## config.mk

```make
export PLATFORM = sky130hd
export DESIGN_NAME = mb_rx_deserializer_flat
export DESIGN_NICKNAME = d
export VERILOG_FILES = /design/src/rtl/mb_rx_pkg.sv /design/src/rtl/mb_rx_deserializer_if.sv /design/src/rtl/mb_rx_valid_checker.sv /design/src/rtl/mb_rx_deserializer.sv /design/src/flat_wrapper.sv
export SDC_FILE = /design/constraint.sdc
export NUM_CORES = 1
export LEC_CHECK = 0
export ABC_AREA = 1
export BUFFER_PORTS_ARGS = -buffer_cell sky130_fd_sc_hd__buf_2
export CORE_ASPECT_RATIO = 0.75
export CORE_MARGIN = 10
export CORE_UTILIZATION = 49
export DETAILED_ROUTE_END_ITERATION = 8
export HOLD_SLACK_MARGIN = 0.05
export PLACE_DENSITY_LB_ADDON = 0.08
export REMOVE_ABC_BUFFERS = 1
export SETUP_SLACK_MARGIN = 0.02
export SYNTH_ARGS = -nofsm -noshare
export SYNTH_HDL_FRONTEND = slang
export SYNTH_SLANG_ARGS = --single-unit
export TNS_END_PERCENT = 100
```

## constraint.sdc

```tcl
create_clock -name CLK -period 4.7 [get_ports CLK]
set_clock_uncertainty 0.2 [all_clocks]
set_input_delay 0.94 -clock CLK [delete_from_list [all_inputs] [get_ports CLK]]
set_output_delay 0.94 -clock CLK [all_outputs]
set_load 0.02 [all_outputs]
```

## src/rtl/mb_rx_pkg.sv

```systemverilog
// Shared types and constants for the mainband RX deserializer.
// The optional valid-lane checker is enabled with MB_RX_VALID_CHECK_EN.
package mb_rx_pkg;

  typedef enum logic {
    MB_RX_IDLE  = 1'b0,
    MB_RX_SHIFT = 1'b1
  } mb_rx_state_e;

  localparam int MB_RX_DATA_WIDTH = 32;

  // Expected VALID_IN per bit index [2:0], LSB is bit 0 of each octet
  localparam logic [7:0] MB_RX_VALID_PAT = 8'b0000_1111;

endpackage

```

## src/rtl/mb_rx_deserializer_if.sv

```systemverilog
// Serial-in / parallel-out bus of the mainband RX deserializer.
// VALID_IN/VALID_ERR exist only when MB_RX_VALID_CHECK_EN is defined.
interface mb_rx_deserializer_if #(
  parameter int DATA_WIDTH = mb_rx_pkg::MB_RX_DATA_WIDTH
);
  logic                  SER_IN;
  logic                  DES_EN;
  logic [DATA_WIDTH-1:0] P_DATA;
  logic                  DATA_VALID;
  logic                  WORD_ABORT;
`ifdef MB_RX_VALID_CHECK_EN
  logic                  VALID_IN;
  logic                  VALID_ERR;

  modport master (output SER_IN, DES_EN, VALID_IN,
                  input  P_DATA, DATA_VALID, WORD_ABORT, VALID_ERR);
  modport slave  (input  SER_IN, DES_EN, VALID_IN,
                  output P_DATA, DATA_VALID, WORD_ABORT, VALID_ERR);
`else
  modport master (output SER_IN, DES_EN,
                  input  P_DATA, DATA_VALID, WORD_ABORT);
  modport slave  (input  SER_IN, DES_EN,
                  output P_DATA, DATA_VALID, WORD_ABORT);
`endif
endinterface

```

## src/rtl/mb_rx_valid_checker.sv

```systemverilog
// Sticky checker comparing the valid lane against the 4-high/4-low pattern.
// Only instantiated when MB_RX_VALID_CHECK_EN is defined.
module mb_rx_valid_checker
  import mb_rx_pkg::*;
(
  input  logic       CLK,
  input  logic       RST,
  input  logic [2:0] bit_idx,
  input  logic       valid_in,
  input  logic       sample_en,
  input  logic       clr,
  output logic       err
);

  logic [7:0] pat;
  assign pat = MB_RX_VALID_PAT;

  always_ff @(posedge CLK) begin
    if (RST)
      err <= 1'b0;
    else if (clr)
      err <= 1'b0;
    else if (sample_en && (valid_in != pat[bit_idx]))
      err <= 1'b1;
  end

endmodule

```

## src/rtl/mb_rx_deserializer.sv

```systemverilog
// Mainband RX deserializer: LSB-first serial lane to DATA_WIDTH-bit words.
// Optional valid-lane pattern checking under MB_RX_VALID_CHECK_EN.
module mb_rx_deserializer
  import mb_rx_pkg::*;
#(
  parameter int DATA_WIDTH    = MB_RX_DATA_WIDTH,
  parameter int COUNTER_WIDTH = $clog2(DATA_WIDTH)
) (
  input  logic                 CLK,
  input  logic                 RST,
  mb_rx_deserializer_if.slave  bus
);

  localparam logic [COUNTER_WIDTH-1:0] LAST_IDX = COUNTER_WIDTH'(DATA_WIDTH - 1);

  mb_rx_state_e              state, state_nxt;
  logic [COUNTER_WIDTH-1:0]  cnt, cnt_nxt;
  logic [DATA_WIDTH-1:0]     sreg, sreg_nxt;
  logic [DATA_WIDTH-1:0]     p_data, p_data_nxt;
  logic                      dv, dv_nxt;
  logic                      wa, wa_nxt;

  always_ff @(posedge CLK) begin
    if (RST) begin
      state  <= MB_RX_IDLE;
      cnt    <= '0;
      sreg   <= '0;
      p_data <= '0;
      dv     <= 1'b0;
      wa     <= 1'b0;
    end else begin
      state  <= state_nxt;
      cnt    <= cnt_nxt;
      sreg   <= sreg_nxt;
      p_data <= p_data_nxt;
      dv     <= dv_nxt;
      wa     <= wa_nxt;
    end
  end

  always_comb begin
    state_nxt  = state;
    cnt_nxt    = cnt;
    sreg_nxt   = sreg;
    p_data_nxt = p_data;
    dv_nxt     = 1'b0;
    wa_nxt     = 1'b0;
    unique case (state)
      MB_RX_IDLE: begin
        if (bus.DES_EN) begin
          sreg_nxt[0] = bus.SER_IN;
          cnt_nxt     = COUNTER_WIDTH'(1);
          state_nxt   = MB_RX_SHIFT;
        end
      end
      MB_RX_SHIFT: begin
        if (bus.DES_EN) begin
          sreg_nxt[cnt] = bus.SER_IN;
          cnt_nxt       = cnt + 1'b1;
          // Last bit: the counter wraps to 0 and the word is published
          if (cnt == LAST_IDX) begin
            p_data_nxt = {bus.SER_IN, sreg[DATA_WIDTH-2:0]};
            dv_nxt     = 1'b1;
          end
        end else begin
          wa_nxt    = (cnt != '0);
          cnt_nxt   = '0;
          state_nxt = MB_RX_IDLE;
        end
      end
      default: state_nxt = MB_RX_IDLE;
    endcase
  end

  assign bus.P_DATA     = p_data;
  assign bus.DATA_VALID = dv;
  assign bus.WORD_ABORT = wa;

`ifdef MB_RX_VALID_CHECK_EN
  mb_rx_valid_checker u_vchk (
    .CLK       (CLK),
    .RST       (RST),
    .bit_idx   (cnt[2:0]),
    .valid_in  (bus.VALID_IN),
    .sample_en (bus.DES_EN),
    .clr       ((state == MB_RX_IDLE) && !bus.DES_EN),
    .err       (bus.VALID_ERR)
  );
`endif

endmodule

```

## src/flat_wrapper.sv

```systemverilog
// flat-port wrapper written by rule: the top's interface ports become plain ports
module mb_rx_deserializer_flat import mb_rx_pkg::*;
#(
  parameter int DATA_WIDTH    = MB_RX_DATA_WIDTH,
  parameter int COUNTER_WIDTH = $clog2(DATA_WIDTH)
)
  (CLK, RST, bus_SER_IN, bus_DES_EN, bus_P_DATA, bus_DATA_VALID, bus_WORD_ABORT);
  mb_rx_deserializer_if #(.DATA_WIDTH(DATA_WIDTH)) bus_i ();
  input  logic CLK;
  input  logic RST;
  input wire logic [$bits(bus_i.SER_IN)-1:0] bus_SER_IN;
  input wire logic [$bits(bus_i.DES_EN)-1:0] bus_DES_EN;
  output wire logic [$bits(bus_i.P_DATA)-1:0] bus_P_DATA;
  output wire logic [$bits(bus_i.DATA_VALID)-1:0] bus_DATA_VALID;
  output wire logic [$bits(bus_i.WORD_ABORT)-1:0] bus_WORD_ABORT;
  assign bus_i.SER_IN = bus_SER_IN;
  assign bus_i.DES_EN = bus_DES_EN;
  assign bus_P_DATA = bus_i.P_DATA;
  assign bus_DATA_VALID = bus_i.DATA_VALID;
  assign bus_WORD_ABORT = bus_i.WORD_ABORT;
  mb_rx_deserializer #(.DATA_WIDTH(DATA_WIDTH), .COUNTER_WIDTH(COUNTER_WIDTH)) u_core (.CLK(CLK), .RST(RST), .bus(bus_i));
endmodule
```

**Word-level counts from Yosys, hierarchy flattened**

Index checks and enable logic that the tools add are counted.

- Flip-flop bits (word level): 72
- Input port bits: 4

- Add/sub/neg operators: 1
- $lt $le $gt $ge: 2
- Equality and inequality tests: 3
- Multiplexer cells: 11
- Bitwise gates (word level): 2
- Reductions and logical operators: 7

Operators by type and width:

| operator | count |
|---|---|
| $bwmux W32 | 1 |
| $mux W5 | 2 |
| $pmux W5 S2 | 1 |
| $lt A5 B6 Y1 const B | 1 |
| $reduce_or A3 Y1 | 2 |
| $add A5 B1 Y5 const B | 1 |
| $demux W1 S5 | 1 |
| $eq A5 B5 Y1 const B | 1 |
| $ge A5 B1 Y1 const B | 1 |
| $mux W1 | 5 |
| $reduce_bool A5 Y1 | 1 |
| $ne A2 B2 Y1 const B | 2 |
| $reduce_and A2 Y1 | 2 |
| $reduce_and A3 Y1 | 1 |
| $not A1 Y1 | 2 |
| $pmux W1 S2 | 1 |
| $logic_and A1 B1 Y1 | 1 |

**Logic depth before layout (Yosys ltp)**

Gate-level depths: netlist of the first run.

- Depth after elaboration: 7
- Depth in mapped cells: 9
- Gate-level depth less buffers: 7

**Worst setup path before layout of the first run**

OpenSTA, ideal clock, no wires.

- Kind: in2reg
- Start: input RST
- End: register u_core.sreg[24]
- Library setup time: 0.118 ns
- Arrival time: 1.564 ns
- Data required time: 4.382 ns
- Path slack: 2.818 ns
- Cell stages on the path: 5
- Buffers on the path: 2
- Cell sequence: clkbuf_1 -> inv_1 -> clkbuf_2 -> o21ai_0 -> nor2_1

RTL lines:

| element | line | text |
|---|---|---|
| start: declaration | flat_wrapper.sv:10 | `input logic RST;` |
| end signal: assignment | mb_rx_deserializer.sv:34 | `sreg <= sreg_nxt;` |
| end: declaration | mb_rx_deserializer.sv:18 | `logic [DATA_WIDTH-1:0] sreg, sreg_nxt;` |

**Worst setup path after layout of the first run**

- Start: input bus_DES_EN
- End: register u_core.p_data[26], in the netlist u_core.bus.P_DATA[26]

- Cells in the longest elaborated chain, start to end: 1

Ends and longest elaborated chain:

| element | line | text |
|---|---|---|
| start: declaration | flat_wrapper.sv:12 | `input wire logic [$bits(bus_i.DES_EN)-1:0] bus_DES_EN;` |
| $reduce_and A3 Y1 (no source line) | - |  |
| end signal: assignment | mb_rx_deserializer.sv:35 | `p_data <= p_data_nxt;` |
| end: declaration | mb_rx_deserializer.sv:19 | `logic [DATA_WIDTH-1:0] p_data, p_data_nxt;` |

Every way passes these cells.
A chain may end at the register's enable or synchronous reset.

==> results of run 1 <==
-- critical path, delay by kind of cell --
family | cells | cell delay, ns
compound gates | 1 | 0.09
buf+inv | 2 | 0.49
simple gates | 3 | 1.12
-- area by class of cell --
type,instances,area [um2]
Inverter,14,62.6
Clock buffer,15,176
Multi-Input combinational cell,266,1350
Tap cell,78,97.6
Fill cell,570,2550
Timing Repair Buffer,39,200
Sequential cell,71,1420
-- stage by stage --
| step | cell area, um2 | utilization |
|---|---|---|
| finish | 3300 | 0.564 |
| detailed placement | 3130 | 0.534 |
| CTS | 3300 | 0.564 |
| global placement | 3130 | 0.534 |
| floorplan | 2830 | - |
| global route | 3300 | 0.564 |
-- cell families after synthesis --
kind of cell | after synthesis
simple gates | 191
flops | 71
compound gates | 70
buf+inv | 38
fa+ha+maj | 5
-- worst paths after layout --
check | end | slack, ns | cells after the start
min | u_core.bus.P_DATA[13] | 0.26 | 2
max | u_core.bus.P_DATA[26] | 2.04 | 6
min reg2reg | u_core.bus.P_DATA[13] | 0.26 | 2
max reg2reg | u_core.bus.P_DATA[26] | 2.13 | 6
-- registers in the layout, indices dropped and copies added (netlist names) --
register               cells
u_core.bus.DATA_VALID      1
u_core.bus.P_DATA         32
u_core.bus.WORD_ABORT      1
u_core.cnt                 5
u_core.sreg               31
u_core.state               1
-- cell usage after synthesis, types with 4 or more instances --
| cell type | instances | area (um2) |
|---|---|---|
| nand2_1 | 74 | 278 |
| o21ai_0 | 17 | 85.1 |
| clkbuf_1 | 12 | 45.0 |
| nor2_1 | 36 | 135 |
| a21oi_1 | 50 | 250 |
| nand3_1 | 50 | 250 |
| nor3_1 | 15 | 75.1 |
| nor3_4 | 4 | 65.1 |
| ha_1 | 5 | 62.6 |
| inv_1 | 8 | 30.0 |
| buf_6 | 5 | 56.3 |
| buf_2 | 4 | 20.0 |
| dfxtp_1 | 71 | 1420 |
-- power groups by stage --
stage                     Sequential (W)  Combinational, W  Clock (W)
after detailed placement        0.000620         0.0000345          0
after floorplan                 0.000619         0.0000150          0
after global routing            0.000606         0.0000383   0.000478
after global placement          0.000620         0.0000339          0
after CTS                       0.000606         0.0000348   0.000448
final                           0.000606         0.0000345   0.000441
-- routing by layer --
metal / wire length (um) / vias up
li1: - / 1302
met1: 3280 / 1133
met2: 2860 / 47
met3: 442 / 4
met4: 40 / 0
met5: 0 / -
==> impl_metrics.toml, run 1 <==
[status]
status = "complete, no violations"

[pwr]
p_int_w = 0.000843
p_leak_nw = 1.23
total_power_w = 0.00108
combPwrFrac = 0.032
clkPwrFrac = 0.408
peakVddDrop_mv = 0.236
p_sw_w = 0.000239
swShare = 0.221
p_per_area_nw_per_um2 = 327
pwr-share-seq = 0.560

[synthesis]
synthSimpleGateAreaFrac = 0.308
seq_area_frac_synth = 0.475
yosys_warnings = 0
synthMuxAreaShare = 0
synthXorXnorAreaFrac = 0
synth_compound_area_frac = 0.121
ys_types = 26
avgSynthCellArea_um2 = 7.97
ys.flop_type = "dfxtp_1"
synth_edf_count = 0
yosys.area_share.adder = 0.0209
async_reset_ff_frac = 0
ys_ff_latch = 71
netlist_area_um2 = 2990
synth_top_family_by_area = "simple AND/OR/NAND/NOR gates"
syn_inst = 375

[timing]
fin_ws_ns = 2.04
slew_viol_final = 0
setup_viol = 0
tightest_slew_ns = 1.11
max_freq_ghz = 0.376
min_period_over_period = 0.566
slew_headroom = 0.255
finalHoldViolations = 0
rsz0062_at_grt = "no"
tns_ns = 0
hold-worst-slack_ns = 0.257
period_needed_ns = 2.66

[layout]
syn_to_final_growth_pct = 10.5
insertedDiodeCount = 0
layout_common_cells = "74 x nand2_1, 71 x dfxtp_1, 50 x nand3_1, 50 x a21oi_1, 37 x buf_2"
num-nets-final = 410
layout.cells.non_filler = 483
final_common_cell = "nand2_1"
drive_gt1_frac = 0.183

[global_routing]
use_met2 = 0.217
use_met3 = 0.0543
antenna_found_initial = 0
grt_pass1_vias = 2330
busiest_layer = "met2"
grt_max_degree = 54
overflow = 0
grt_use_met1 = 0.183
grt_pass1_wl_mm = 11.1
grt_usage = 0.143

[critical_path]
critPathLaunchType = "primary input"
worstSetupEndpointType = "register"
max_stage_delay_ns = 0.78
crit_path_start = "bus_DES_EN"
required_ns = 4.70
cp_max_fo = 41
crit_top_cell = "nand2_1"
crit_slowest_cell = "nand2_1"
path_cells = "buf_2, nand2_2, inv_4, nand2_1, nand2_1, a21oi_1"
worstPathArrival_ns = 2.66
r2r_start = "u_core.cnt[2]"
crit_type = "primary input to register"

[route]
via_per_inst = 5.15
post_drt_wl_per_cell_um = 13.7
final_antenna_net_count = 0
routed_wl_mm = 6.62
drcViolationCount = 0
first_iter_violations = 147
vias = 2486
first_pass_iters = 4

[floorplanning]
die_y_um = 87.7
die_x_um = 110
die-area_um2 = 9660
io_pins = 38
rows = 24
fp.coreArea_um2 = 5860
initial_core_util = 0.511

[clock_network]
cts_buffers = 9
clkLatencyLatePin_ns = 0.34
path_clk_slew_ns = 0.07
cts_tree = "yes"
clock-sinks = 71
ctsResizeCount = 0
post_cts_buffers = 0
cts_buffer_depth = 2
htree_levels = 3
hold_buffers = 0
root_buffer = "clkbuf_8"

[min_path]
worstHoldStart = "u_core.bus.P_DATA[13]"
hold_path_class = "register to register"

[flow_run]
max_cap_violations = 0

[placed_design]
dp.cells = 468
dp_slack_ns = 1.57
routabilityCongestion = 0.800
port_buffers = 37
place_hpwl_mm = 4.10
Note: power is estimated with default switching activity, not from simulation.
==> run 2: changes to the inputs <==
==> constraint.sdc (replaced) <==
create_clock -name CLK -period 2.7 [get_ports CLK]
set_clock_uncertainty 0.2 [all_clocks]
set_input_delay 0.54 -clock CLK [delete_from_list [all_inputs] [get_ports CLK]]
set_output_delay 0.54 -clock CLK [all_outputs]
set_load 0.02 [all_outputs]
==> run 2 against run 1 <==
  * Cell count rose by 1.2%
  * Count of clock-buffer cells in the layout decreased by 3
  * Critical endpoint is now u_core.bus.P_DATA[12]
  * Utilization up 0.62 points
  * Hold slack barely moved
  * Sequential share of layout area fell by 0.47 points
  * Design area rose by 1.1%
  * Sequential cell count did not move
  * Die area unchanged
  * Power rose by 72%
  * Combinational power increased by 73%
==> impl_metrics.toml, run 2 (same netlist as run 1, synthesis figures left out) <==
[placed_design]
place_area_um2 = 3170
routabilityCongestion = 0.769
dp.cells = 473
port_buffers = 37
place_hpwl_mm = 4.36

[layout]
largest_register_ff_count = 32
num-nets-final = 415
regArea_um2 = 1420
final_common_cell = "nand2_1"
drive_gt1_frac = 0.200
finalInstanceArea_um2 = 3340
fillers = 577
multi_input_area_um2 = 1350
syn_to_final_growth_pct = 11.7
layout_common_cells = "74 x nand2_1, 71 x dfxtp_1, 50 x nand3_1, 50 x a21oi_1, 37 x buf_2"
insertedDiodeCount = 0
layout.cells.non_filler = 489

[timing]
setup_viol = 0
slew_headroom = 0.565
finalHoldViolations = 0
min_period_over_period = 0.779
max_freq_ghz = 0.475
period_needed_ns = 2.10
rsz0062_at_grt = "no"
tightest_slew_ns = 0.653
slew_viol_final = 0

[pwr]
pwr-share-seq = 0.567
swShare = 0.226
clkPwrFrac = 0.400
p_int_w = 0.00144
p_leak_nw = 1.26
peakVddDrop_mv = 0.336
p_per_area_nw_per_um2 = 557
p_sw_w = 0.000419
combPwrFrac = 0.032

[critical_path]
critPathTopFamily = "flip-flops"
crit_slowest_cell = "dfxtp_1"
crit_type = "register to register"
worstPathBufferInverterCount = 2
max_stage_delay_ns = 0.69
worstSetupEndpointType = "register"
critPathLaunchType = "register"
path_cells = "inv_2, nor2_1, ha_1, nand2_1, buf_4, nand2_1, a21oi_1"
worstPathArrival_ns = 2.10
required_ns = 2.70
cp_max_fo = 15
crit_top_cell = "nand2_1"

[route]
top_layer_used = "met4"
drt-met1-wl_mm = 3.31
post_drt_wl_per_cell_um = 13.6
first_iter_violations = 67
wl_met3_um = 487
via_per_inst = 5.12
final_antenna_net_count = 0
drcViolationCount = 0
routed_wl_mm = 6.64
vias = 2502
wl_met2_mm = 2.79
first_pass_iters = 4

[clock_network]
clkLatencyLatePin_ns = 0.34
ctsResizeCount = 0
path_clk_slew_ns = 0.07
root_buffer = "clkbuf_8"
cts_buffers = 9
hold_buffers = 0
post_cts_buffers = 0
clock-sinks = 71
htree_levels = 3
cts_tree = "yes"
cts_buffer_depth = 2

[global_routing]
grt_usage = 0.146
grt_pass1_wl_mm = 11.3
overflow = 0
grt_pass1_vias = 2388
antenna_found_initial = 0
grt_max_degree = 53

[floorplanning]
rows = 24
die_x_um = 110
io_pins = 38
fp.coreArea_um2 = 5860
die-area_um2 = 9660
initial_core_util = 0.511
die_y_um = 87.7

[min_path]
hold_path_class = "register to register"

[status]
status = "complete, no violations"

[flow_run]
max_cap_violations = 0
## run 2: changes by cell type in the layout (fill, tap and decap cells not counted), sizes merged
| cell | delta |
|---|---|
| buf | +5 |
| clkinv | +4 |
| clkbuf | -3 |
## run 2: layer usage
layer / vias up / global-route usage
met3: 5 / 0.0594
met2: 57 / 0.214
li1: 1312 / -
met1: 1128 / 0.190
met5: - / 0
met4: 0 / 0.0524
## run 2: tightest hold or removal path, delay by kind of cell, from the launching register on
family / cells / cell delay, ns
flops: 1 / 0.31
simple gates: 1 / 0.06
compound gates: 1 / 0.05
## run 2: final cells by class
cell class                 instances  area share
multi-input combinational        266       0.403
tap                               78      0.0292
sequential                        71       0.425
inverter                          14      0.0187
clock inverter                     4     0.00599
clock buffer                      12      0.0464
timing repair buffer              44      0.0712
## run 2: final timing paths
kind	slack, ns	cells after the start	to	startpoint
setup / recovery	0.60	7	u_core.bus.P_DATA[12]	u_core.cnt[3]
hold / removal	0.26	2	u_core.bus.P_DATA[20]	u_core.bus.P_DATA[20]
setup reg to reg	0.60	7	u_core.bus.P_DATA[12]	u_core.cnt[3]
hold reg to reg	0.26	2	u_core.bus.P_DATA[20]	u_core.bus.P_DATA[20]
## run 2: per-stage QoR
stage | TNS, ns | util | hold WS (ns) | power, W | worst slack [ns]
final | 0 | 0.571 | 0.257 | 0.00186 | 0.596
after global placement | 0 | 0.541 | 0.244 | 0.00114 | 0.729
after detailed placement | 0 | 0.541 | 0.249 | 0.00114 | 0.612
after floorplan | -2.77 | - | 0.233 | 0.00110 | -0.0865
after global routing | 0 | 0.571 | 0.273 | 0.00194 | 0.399
after CTS | 0 | 0.571 | 0.260 | 0.00189 | 0.589
## run 2: power groups by stage
stage	registers (W)	logic, W	clock network (W)
final	0.00106	0.0000597	0.000745
after global routing	0.00105	0.0000668	0.000821
after CTS	0.00105	0.0000604	0.000770
after detailed placement	0.00108	0.0000601	0
after global placement	0.00108	0.0000603	0
after floorplan	0.00108	0.0000261	0
